File: config.mk
export PLATFORM = sky130hd
export DESIGN_NAME = hazard_ctrl
export DESIGN_NICKNAME = d
export VERILOG_FILES = /design/src/rtl/hazard_ctrl.sv
export SDC_FILE = /design/constraint.sdc
export NUM_CORES = 1
export LEC_CHECK = 0
export CORE_MARGIN = 8
export CORE_UTILIZATION = 49
export DETAILED_ROUTE_END_ITERATION = 12
export PLACE_DENSITY = 0.77
export SKIP_LAST_GASP = 1
export SYNTH_ARGS = -nofsm -noshare
export SYNTH_HDL_FRONTEND = slang
export SYNTH_SLANG_ARGS = --single-unit
File: constraint.sdc
create_clock -name clk -period 3.95 [get_ports clk]
set_input_delay 1.185 -clock clk [delete_from_list [all_inputs] [get_ports clk]]
set_output_delay 1.185 -clock clk [all_outputs]
set_load 0.01 [all_outputs]
File: src/rtl/hazard_ctrl.sv
// Pipeline hazard controller: shadows EX/MEM/WB occupancy to drive operand forwarding,
// load-use stalls, multi-cycle EX holds and branch flushes for a 5-stage pipeline.
module hazard_ctrl #(
   parameter int MUL_CYCLES = 4
) (
   input  logic       clk,
   input  logic       rst,
   input  logic       id_valid,
   input  logic [2:0] id_rs1,
   input  logic [2:0] id_rs2,
   input  logic       id_use_rs1,
   input  logic       id_use_rs2,
   input  logic [2:0] id_rd,
   input  logic       id_reg_write,
   input  logic       id_mem_read,
   input  logic       id_multi,
   input  logic       branch_taken,
   output logic [1:0] forward_a,
   output logic [1:0] forward_b,
   output logic       pc_write_en,
   output logic       ifid_write_en,
   output logic       ifid_flush,
   output logic       idex_bubble,
   output logic       idex_hold,
   output logic       exmem_bubble,
   output logic       ex_busy
);

   typedef enum logic [1:0] {RUN, LD_STALL, MUL_BUSY} state_t;

   typedef struct packed {
      logic       valid;
      logic [2:0] rd;
      logic       reg_write;
      logic       mem_read;
      logic       multi;
   } slot_t;

   localparam int EX  = 0;
   localparam int MEM = 1;
   localparam int WB  = 2;
   localparam logic [1:0] BUSY_INIT = 2'(MUL_CYCLES - 2);

   slot_t      slot [3];
   logic [2:0] ex_rs1, ex_rs2;
   logic       ex_use1, ex_use2;
   state_t     state, state_nx;
   logic [1:0] cnt, cnt_nx;
   logic       load_use;

   // Nearest producer wins: MEM is younger than WB, so it is checked first.
   function automatic logic [1:0] fwd_sel(input logic [2:0] src, input logic en,
                                          input slot_t mem, input slot_t wb);
      if (!en || src == 3'd0)                                  return 2'b00;
      else if (mem.valid && mem.reg_write && mem.rd == src)    return 2'b10;
      else if (wb.valid && wb.reg_write && wb.rd == src)       return 2'b01;
      else                                                     return 2'b00;
   endfunction

   always_comb begin
      state_nx      = state;
      cnt_nx        = cnt;
      pc_write_en   = 1'b1;
      ifid_write_en = 1'b1;
      ifid_flush    = 1'b0;
      idex_bubble   = 1'b0;
      idex_hold     = 1'b0;
      exmem_bubble  = 1'b0;
      ex_busy       = 1'b0;
      forward_a     = 2'b00;
      forward_b     = 2'b00;
      load_use      = slot[EX].valid && slot[EX].mem_read && slot[EX].rd != 3'd0 && id_valid &&
                      ((id_use_rs1 && id_rs1 == slot[EX].rd) || (id_use_rs2 && id_rs2 == slot[EX].rd));
      if (!rst) begin
         forward_a = fwd_sel(ex_rs1, ex_use1, slot[MEM], slot[WB]);
         forward_b = fwd_sel(ex_rs2, ex_use2, slot[MEM], slot[WB]);
         case (state)
            RUN: begin
               if (slot[EX].valid && slot[EX].multi) begin
                  ex_busy       = 1'b1;
                  pc_write_en   = 1'b0;
                  ifid_write_en = 1'b0;
                  idex_hold     = 1'b1;
                  exmem_bubble  = 1'b1;
                  cnt_nx        = BUSY_INIT;
                  state_nx      = MUL_BUSY;
               end else if (branch_taken) begin
                  ifid_flush  = 1'b1;
                  idex_bubble = 1'b1;
               end else if (load_use) begin
                  pc_write_en   = 1'b0;
                  ifid_write_en = 1'b0;
                  idex_bubble   = 1'b1;
                  state_nx      = LD_STALL;
               end
            end
            LD_STALL: state_nx = RUN;
            MUL_BUSY: begin
               // Count of zero is the release cycle: op still in EX but advances at this edge.
               ex_busy = 1'b1;
               if (cnt == 2'd0) begin
                  state_nx = RUN;
               end else begin
                  pc_write_en   = 1'b0;
                  ifid_write_en = 1'b0;
                  idex_hold     = 1'b1;
                  exmem_bubble  = 1'b1;
                  cnt_nx        = cnt - 2'd1;
               end
            end
            default: state_nx = RUN;
         endcase
      end
   end

   always_ff @(posedge clk) begin
      if (rst) begin
         state <= RUN;
         cnt   <= '0;
         for (int i = 0; i < 3; i++) slot[i] <= '0;
         ex_rs1  <= '0;
         ex_rs2  <= '0;
         ex_use1 <= 1'b0;
         ex_use2 <= 1'b0;
      end else begin
         state    <= state_nx;
         cnt      <= cnt_nx;
         slot[WB] <= slot[MEM];
         if (exmem_bubble) slot[MEM] <= '0;
         else              slot[MEM] <= slot[EX];
         if (!idex_hold) begin
            if (idex_bubble) begin
               slot[EX] <= '0;
               ex_rs1   <= '0;
               ex_rs2   <= '0;
               ex_use1  <= 1'b0;
               ex_use2  <= 1'b0;
            end else begin
               slot[EX] <= '{id_valid, id_rd, id_reg_write, id_mem_read, id_multi};
               ex_rs1   <= id_rs1;
               ex_rs2   <= id_rs2;
               ex_use1  <= id_use_rs1;
               ex_use2  <= id_use_rs2;
            end
         end
      end
   end

endmodule

; ---- Word level (Yosys, flattened, before mapping)
; Memories as Yosys holds them, arrays and structs flattened.
; Index checks and enable logic that the tools add are counted.
[totals]
register_bits = 12
mem_bits_rw = 21
input_bits = 18
output_inout_bits = 11
wordCells = 114
n_memories = 1
[mem_list]
columns = name, depth, width, read_ports, rd_clocked_by_memory_dff, write_ports, line_no
row1 = slot, 3, 7, 3, 0, 3, 44  ; slot_t slot [3];
[op_classes]
n_addsub = 1
n_eq_ne = 12
n_mux = 63
bitwise_logic = 5
n_reduce_logical = 26
[ops]
columns = cell, n
row1 = $mux 1, 39
row2 = $mux 7, 5
row3 = $mux 2, 12
row4 = $eq 3x3->1, 6
row5 = $logic_and 1x1->1, 13
row6 = $pmux 2 s2, 2
row7 = $logic_not 3->1, 2
row8 = $mux 3, 2
row9 = $ne 2x2->1 const B, 3
row10 = $ne 3x3->1 const B, 2
row11 = $pmux 1 s2, 3
row12 = $reduce_and 3->1, 2
row13 = $or 1x1->1, 5
row14 = $logic_not 2->1, 2
row15 = $logic_or 1x1->1, 3
row16 = $reduce_bool 3->1, 1
row17 = $eq 2x2->1 const B, 1
row18 = $logic_not 1->1, 2
row19 = $reduce_bool 2->1, 1
row20 = $sub 2x1->2 const B, 1

; ---- Longest topological paths before layout
; Gate-level depths: netlist of run 1.
; An unclocked memory read counts as a cell.
[logic_depth]
ltp_word = 16
mapped_depth = 8

; ---- Worst setup path before layout of run 1
; Ideal clock, no wire load.
[synth_timing]
path_type = input to output
startpoint = input id_rs2[0]
endpoint = output pc_write_en
arrival_ns = 2.112
t_required_ns = 2.765
path_slack_ns = 0.653
stages = 6
path_cell_list = xnor2_1 > nand4_1 > nand2_1 > and2_1 > o211ai_1 > buf_4
[synth_via]
elab_chain_len = 9
[synth_rtl]
columns = item, line_no
row1 = start: declaration, 10  ; input logic [2:0] id_rs2,
row2 = $eq 3x3->1, 73  ; ((id_use_rs1 && id_rs1 == slot[EX].rd) || (id_use_rs2 && id_rs2 == slot[EX].rd));
row3 = $logic_and 1x1->1, 73
row4 = $logic_or 1x1->1, 73
row5 = $logic_and 1x1->1, 72  ; load_use = slot[EX].valid && slot[EX].mem_read && slot[EX].rd != 3'd0 && id_valid &&
row6 = $mux 1 (3 in a row), -
row7 = $pmux 1 s2, -
row8 = $mux 1, -
row9 = end: declaration, 20  ; output logic pc_write_en,
; No other way between the ends.

; ---- Final worst setup path of run 1
[layout_timing]
startpoint = input rst
endpoint = output idex_hold
[layout_via]
elab_chain_len = 1
[layout_rtl]
columns = item, line_no
row1 = start: declaration, 7  ; input logic rst,
row2 = $mux 1, 74  ; if (!rst) begin
row3 = end: declaration, 24  ; output logic idex_hold,
; No other way between the ends.

==> results of run 1 <==
-- synth_stat cells --
library cell / count
dfxtp_1: 12
a21oi_1: 2
o21a_1: 1
and3_1: 2
edfxtp_1: 17
or3b_1: 1
conb_1: 1
nor3_1: 4
nor3b_1: 2
buf_4: 2
and2_1: 13
a21boi_0: 1
inv_1: 4
nor2b_1: 5
nor2_1: 5
ha_1: 1
a22o_1: 10
a21boi_2: 1
or2b_1: 1
nor4_1: 2
a31oi_4: 1
nand3_1: 2
nand3b_1: 1
o31ai_1: 2
xor2_1: 6
xnor2_1: 12
buf_6: 1
nand4_1: 4
and4b_1: 1
o211ai_1: 1
nand2_1: 5
a211oi_1: 2
clkbuf_1: 2
-- logic make-up (layout without fill, tap and decap cells) --
group	Yosys count	after routing	synth area share, %
AOI/OAI and AO/OA	21	21	12.7
xor gates and xnor gates	18	18	11.0
adders and majority gates	1	1	0.872
buffers and inverters	9	45	3.40
DFF	29	29	52.3
other	1	10	0.261
and+or+nand+nor	48	48	19.4
-- layout make-up --
type	instances	area, um2	area share [%]
Tap cell	31	38.8	2.08
Clock buffer	7	65.1	3.49
Sequential cell	29	751	40.2
Multi-Input combinational cell	98	672	36.0
Inverter	4	15.0	0.805
Timing Repair Buffer	33	319	17.1
Clock inverter	1	5.00	0.268
-- flip-flops by register name (all words and copies together) (netlist names) --
| name | cells |
|---|---|
| cnt | 2 |
| slot | 17 |
| state | 2 |
| ex_use2 | 1 |
| ex_rs1 | 3 |
| ex_rs2 | 3 |
| ex_use1 | 1 |
-- critical path, stage by stage --
cell,delay (ns)
clkdlybuf4s50_1,0.50
nor2_1,0.21
a21boi_2,0.23
clkdlybuf4s50_1,0.56
-- power breakdown --
group          switching [mW]  total [mW]  internal, mW
sequential             0.0126       0.346         0.333
combinational          0.0268      0.0668        0.0400
clock                   0.103       0.206         0.103
-- per-layer routing --
layer | GRT usage [%] | routed length (um) | vias up
met5 | 0 | 0 | -
met4 | 3.35 | 17 | 0
met3 | 5.79 | 144 | 2
met2 | 20.7 | 1480 | 26
met1 | 14.1 | 1270 | 491
li1 | - | - | 535
-- stage by stage --
step / instances / setup TNS (ns) / hold WS, ns
final: 203 / 0 / 0.500
after floorplan: 136 / 0 / 0.449
after detailed placement: 195 / -0.392 / 0.469
after CTS: 203 / 0 / 0.495
after global placement: 195 / -0.303 / 0.461
after global routing: 203 / -0.00241 / 0.506
-- path summary, 6_finish.rpt --
check	startpoint	to	slack [ns]	cells after the start
max	rst	idex_hold	0.09	4
min	cnt[0]$_SDFFE_PP0P_	cnt[0]$_SDFFE_PP0P_	0.50	1
max reg2reg	cnt[0]$_SDFFE_PP0P_	slot[0][5]$_SDFFCE_PN0P_	1.86	8
min reg2reg	cnt[0]$_SDFFE_PP0P_	cnt[0]$_SDFFE_PP0P_	0.50	1
==> run summary, run 1 <==
hold_buf cts: 0
max-slew violation count: 0
IO buf count: 28
Req. time, crit path: 2.76 ns
Final Hold Viols: 0
antenna fix cells: 0
Synth Cell Area: 0.00144 mm2
via count of the routed design: 1054
post-CTS resize count: 3
YS warnings: 0
Clock Root Buffer: clkbuf_4
global route overflow: 0
initial core utilization: 51.6%
CP Class: in -> out
Initial DRC Count: 50
synth unique cells: 33
Skew-Pair Late Insertion Delay: 0.31 ns
post-placement cell area: 0.00179 mm2
DP HPWL: 2290 um
Worst Setup End Kind: primary output
Clock H-tree levels: 2
CP Max Fanout: 4
setup violators final: 0
Yosys top cell area share: 35.6%
status: finished, final reports clean
Fin Clk Skew: 0.00505 ns
share of layout cells above drive strength 1: 9.30%
period utilization: 97.7%
max-cap violations: 0
#FFs+latches synth: 29
total CTS buffers: 5
top cells by area, synth: edfxtp_1, dfxtp_1, xnor2_1
drt first pass iters: 4
type of the most critical hold path: reg -> reg
worst vdd ir: 0.254 mV
vias in the first global route: 1119
Routability Congestion: 0.771
clk slew on worst S/H paths: 0.09 ns
Area Growth Syn to Fin: 30.0%
Leakage: 0.762 nW
commonest non-fill, non-tap cells in the layout: clkdlybuf4s50_1, edfxtp_1, and2_1, xnor2_1, dfxtp_1
All-Layer GR Usage: 12.5%
most common cell after layout, fill and taps aside: clkdlybuf4s50_1
worst setup margin: 0.0907 ns
die area: 0.00492 mm2
syn_area_per_cell: 11.3 um2
# nets final: 190
Seq/Total Area, Yosys: 52.3%
cell area power density: 332 mW/mm2
Fmax: 259 MHz
Tot Pwr: 0.618 mW
vias per cell: 5.19
post-layout instance area: 0.00187 mm2
initial antenna violation count: 0
# IOs: 29
first-pass GRT wire length: 5050 um
pre-CTS WS: -0.157 ns
routed len/inst: 14.4 um
Clock Sinks: 29
RSZ-0062 raised after global routing: yes
clk buf depth: 2
CP arrival: 2.67 ns
largest net degree at the start of global routing: 16
crit start category: input pin
Cells after Synth: 127
DRC violations left: 0
die width: 70.1 um
top cell type by total area after synthesis: edfxtp_1
Tmin final: 3.86 ns
Post-Route WL: 2920 um
Rows: 19
DIE HEIGHT: 70.1 um
FILL cells: 221
final core occ: 67.1%
Post-CTS Setup Bufs: 0
CTS tree: done
Core Area: 0.00278 mm2
Routed Antenna Nets: 0
Power figures use the tool's default switching activity.
==> inputs of run 2 (changes only) <==
- CORE_UTILIZATION: 49 -> 30
- PLACE_DENSITY: 0.77 -> default
==> run 2 against run 1 <==
Wire length grew 1.8%. Largest cell class unchanged. Highest routed layer unchanged. Total power grew 18%. Via count shrank 0.76%. Critical endpoint is now ifid_write_en. Worst setup slack gained 0.080 ns. Sequential power is essentially flat.
==> run summary, run 2 (synthesis results as in run 1) <==
CTS tree: done
Clock Sinks: 29 (unchanged)
initial antenna violation count: 0 (unchanged)
# IOs: 29 (unchanged)
Fmax: 265 MHz (+2.1%)
Tmin final: 3.78 ns (-0.0803 ns)
global route overflow: 0 (unchanged)
DRC violations left: 0 (unchanged)
Skew-Pair Late Insertion Delay: 0.28 ns (-0.03 ns)
type of the most critical hold path: reg -> reg
Leakage: 0.755 nW (-0.96%)
largest net degree at the start of global routing: 16 (unchanged)
# nets final: 191 (+0.53%)
die width: 85.2 um (+21%)
largest registers: slot: 17 flops, ex_rs1: 3 flops, ex_rs2: 3 flops
R2R depth: 8 (unchanged)
Setup TNS: 0 ns (unchanged)
Clock Root Buffer: clkbuf_8
DIE HEIGHT: 85.2 um (+21%)
IO buf count: 28 (unchanged)
WHS: 0.480 ns (-0.0194 ns)
Fin Clk Skew: 0.00617 ns (+0.00112 ns)
status: finished, final reports clean
Routed Antenna Nets: 0 (unchanged)
Reg with most FFs: slot
Non-Filler Instances: 227 (+12%)
Final Hold Viols: 0 (unchanged)
first-pass GRT wire length: 5150 um (+1.9%)
post-placement cell area: 0.00183 mm2 (+2.0%)
Critical Path Start: id_rs1[2]
max reg flops: 17 (unchanged)
period utilization: 95.7% (-2.0 points)
worst r2r dst: slot[0][3]$_SDFFCE_PN0P_
routed len/inst: 13.1 um (-9.0%)
vias in the first global route: 1106 (-1.2%)
commonest non-fill, non-tap cells in the layout: clkdlybuf4s50_1, edfxtp_1, and2_1, xnor2_1, dfxtp_1
Tot Pwr: 0.732 mW (+18%)
Placed Cells: 219 (+12%)
All-Layer GR Usage: 9.10% (-3.4 points)
Post-CTS Setup Bufs: 0 (unchanged)
Clock H-tree levels: 2 (unchanged)
Core Area: 0.00466 mm2 (+68%)
max-slew violation count: 0 (unchanged)
Area Growth Syn to Fin: 36.2%
die area: 0.00725 mm2 (+48%)
most common cell after layout, fill and taps aside: clkdlybuf4s50_1
CP arrival: 2.59 ns (-0.08 ns)
total CTS buffers: 5 (unchanged)
setup violators final: 0 (unchanged)
max-cap violations: 0 (unchanged)
Reg2Reg Setup Slack: 1.88 ns (+0.02 ns)
CP Class: in -> out
Critical Path End: ifid_write_en
clk buf depth: 2 (unchanged)
CP Max Fanout: 2 (-2)
RSZ-0062 raised after global routing: no
post-layout instance area: 0.00195 mm2 (+4.8%)
Req. time, crit path: 2.76 ns (about the same)
initial core utilization: 30.8% (-21 points)
share of layout cells above drive strength 1: 10.4% (+1.1 points)
worst vdd ir: 0.144 mV (-43%)
Initial DRC Count: 38 (-24%)
via count of the routed design: 1046 (-0.76%)
RR Startpoint: cnt[0]$_SDFFE_PP0P_
Post-Route WL: 2970 um (+1.8%)
DP HPWL: 2380 um (+4.0%)
cell area power density: 374 mW/mm2 (+13%)
Routability Congestion: 0.769 (-0.25%)
clk slew on worst S/H paths: 0.06 ns (-0.03 ns)
vias per cell: 4.61 (-11%)
Worst Setup End Kind: primary output
antenna fix cells: 0 (unchanged)
drt first pass iters: 4 (unchanged)
crit start category: input pin
Rows: 25 (+6)
## run 2: routing by layer
metal | global-route usage, % | share of wire, % | up-vias
met5 | 0 | 0 | -
met4 | 5.34 | 2.1 | 0
met3 | 3.28 | 5.1 | 4
met2 | 15.1 | 49 | 27
met1 | 9.77 | 44 | 475
li1 | - | - | 540
## run 2: worst min-delay path by stage
stage | start | cells past startpoint | end
2_1_floorplan | cnt[0]$_SDFFE_PP0P_ | 1 | cnt[0]$_SDFFE_PP0P_
3_3_place_gp | cnt[1]$_SDFFE_PP0P_ | 1 | cnt[1]$_SDFFE_PP0P_
3_5_place_dp | cnt[1]$_SDFFE_PP0P_ | 1 | cnt[1]$_SDFFE_PP0P_
4_1_cts | cnt[1]$_SDFFE_PP0P_ | 1 | cnt[1]$_SDFFE_PP0P_
5_1_grt | cnt[0]$_SDFFE_PP0P_ | 1 | cnt[0]$_SDFFE_PP0P_
6_report | cnt[1]$_SDFFE_PP0P_ | 1 | cnt[1]$_SDFFE_PP0P_
## run 2: cell type report
type / instances / area, um2
clock inverters: 2 / 37.5
flip-flops and latches: 29 / 751
clock buffers: 6 / 82.6
repair buffers: 34 / 324
multi-input cells: 98 / 677
well taps: 54 / 67.6
inverters: 4 / 15.0
fillers: 451 / 2710
## run 2: what timing repair did
action,4_1_cts,5_1_grt
gates cloned,0,0
setup endpoints to repair,3,3
hold buffers,0,0
resized for setup,3,3
## run 2: stage by stage
stage | worst slack, ns | util (%)
floorplan | 0.653 | -
global placement | -0.139 | 39.2
detailed placement | -0.149 | 39.2
CTS | 0.0357 | 41.7
global route | 0.0511 | 41.9
finish | 0.171 | 41.9
## run 2: report_power, final
part	total, mW	internal, mW	leakage (nW)	switching (mW)
clock network	0.318	0.205	0.0574	0.114
logic	0.0676	0.0405	0.413	0.0271
registers	0.346	0.334	0.284	0.0122
## run 2: critical path, cell delays in order
cell and delay [ns]:
clkdlybuf4s50_1 0.45, xnor2_1 0.15, nand4_1 0.09, nand2_1 0.08
and2_1 0.17, o211ai_1 0.18, dlygate4sd2_1 0.30
==> inputs of run 3 (changes only) <==
- SKIP_LAST_GASP: 1 -> default
==> results of run 3 <==
No change in the layout: final DEF, timing and power equal those of run 2.
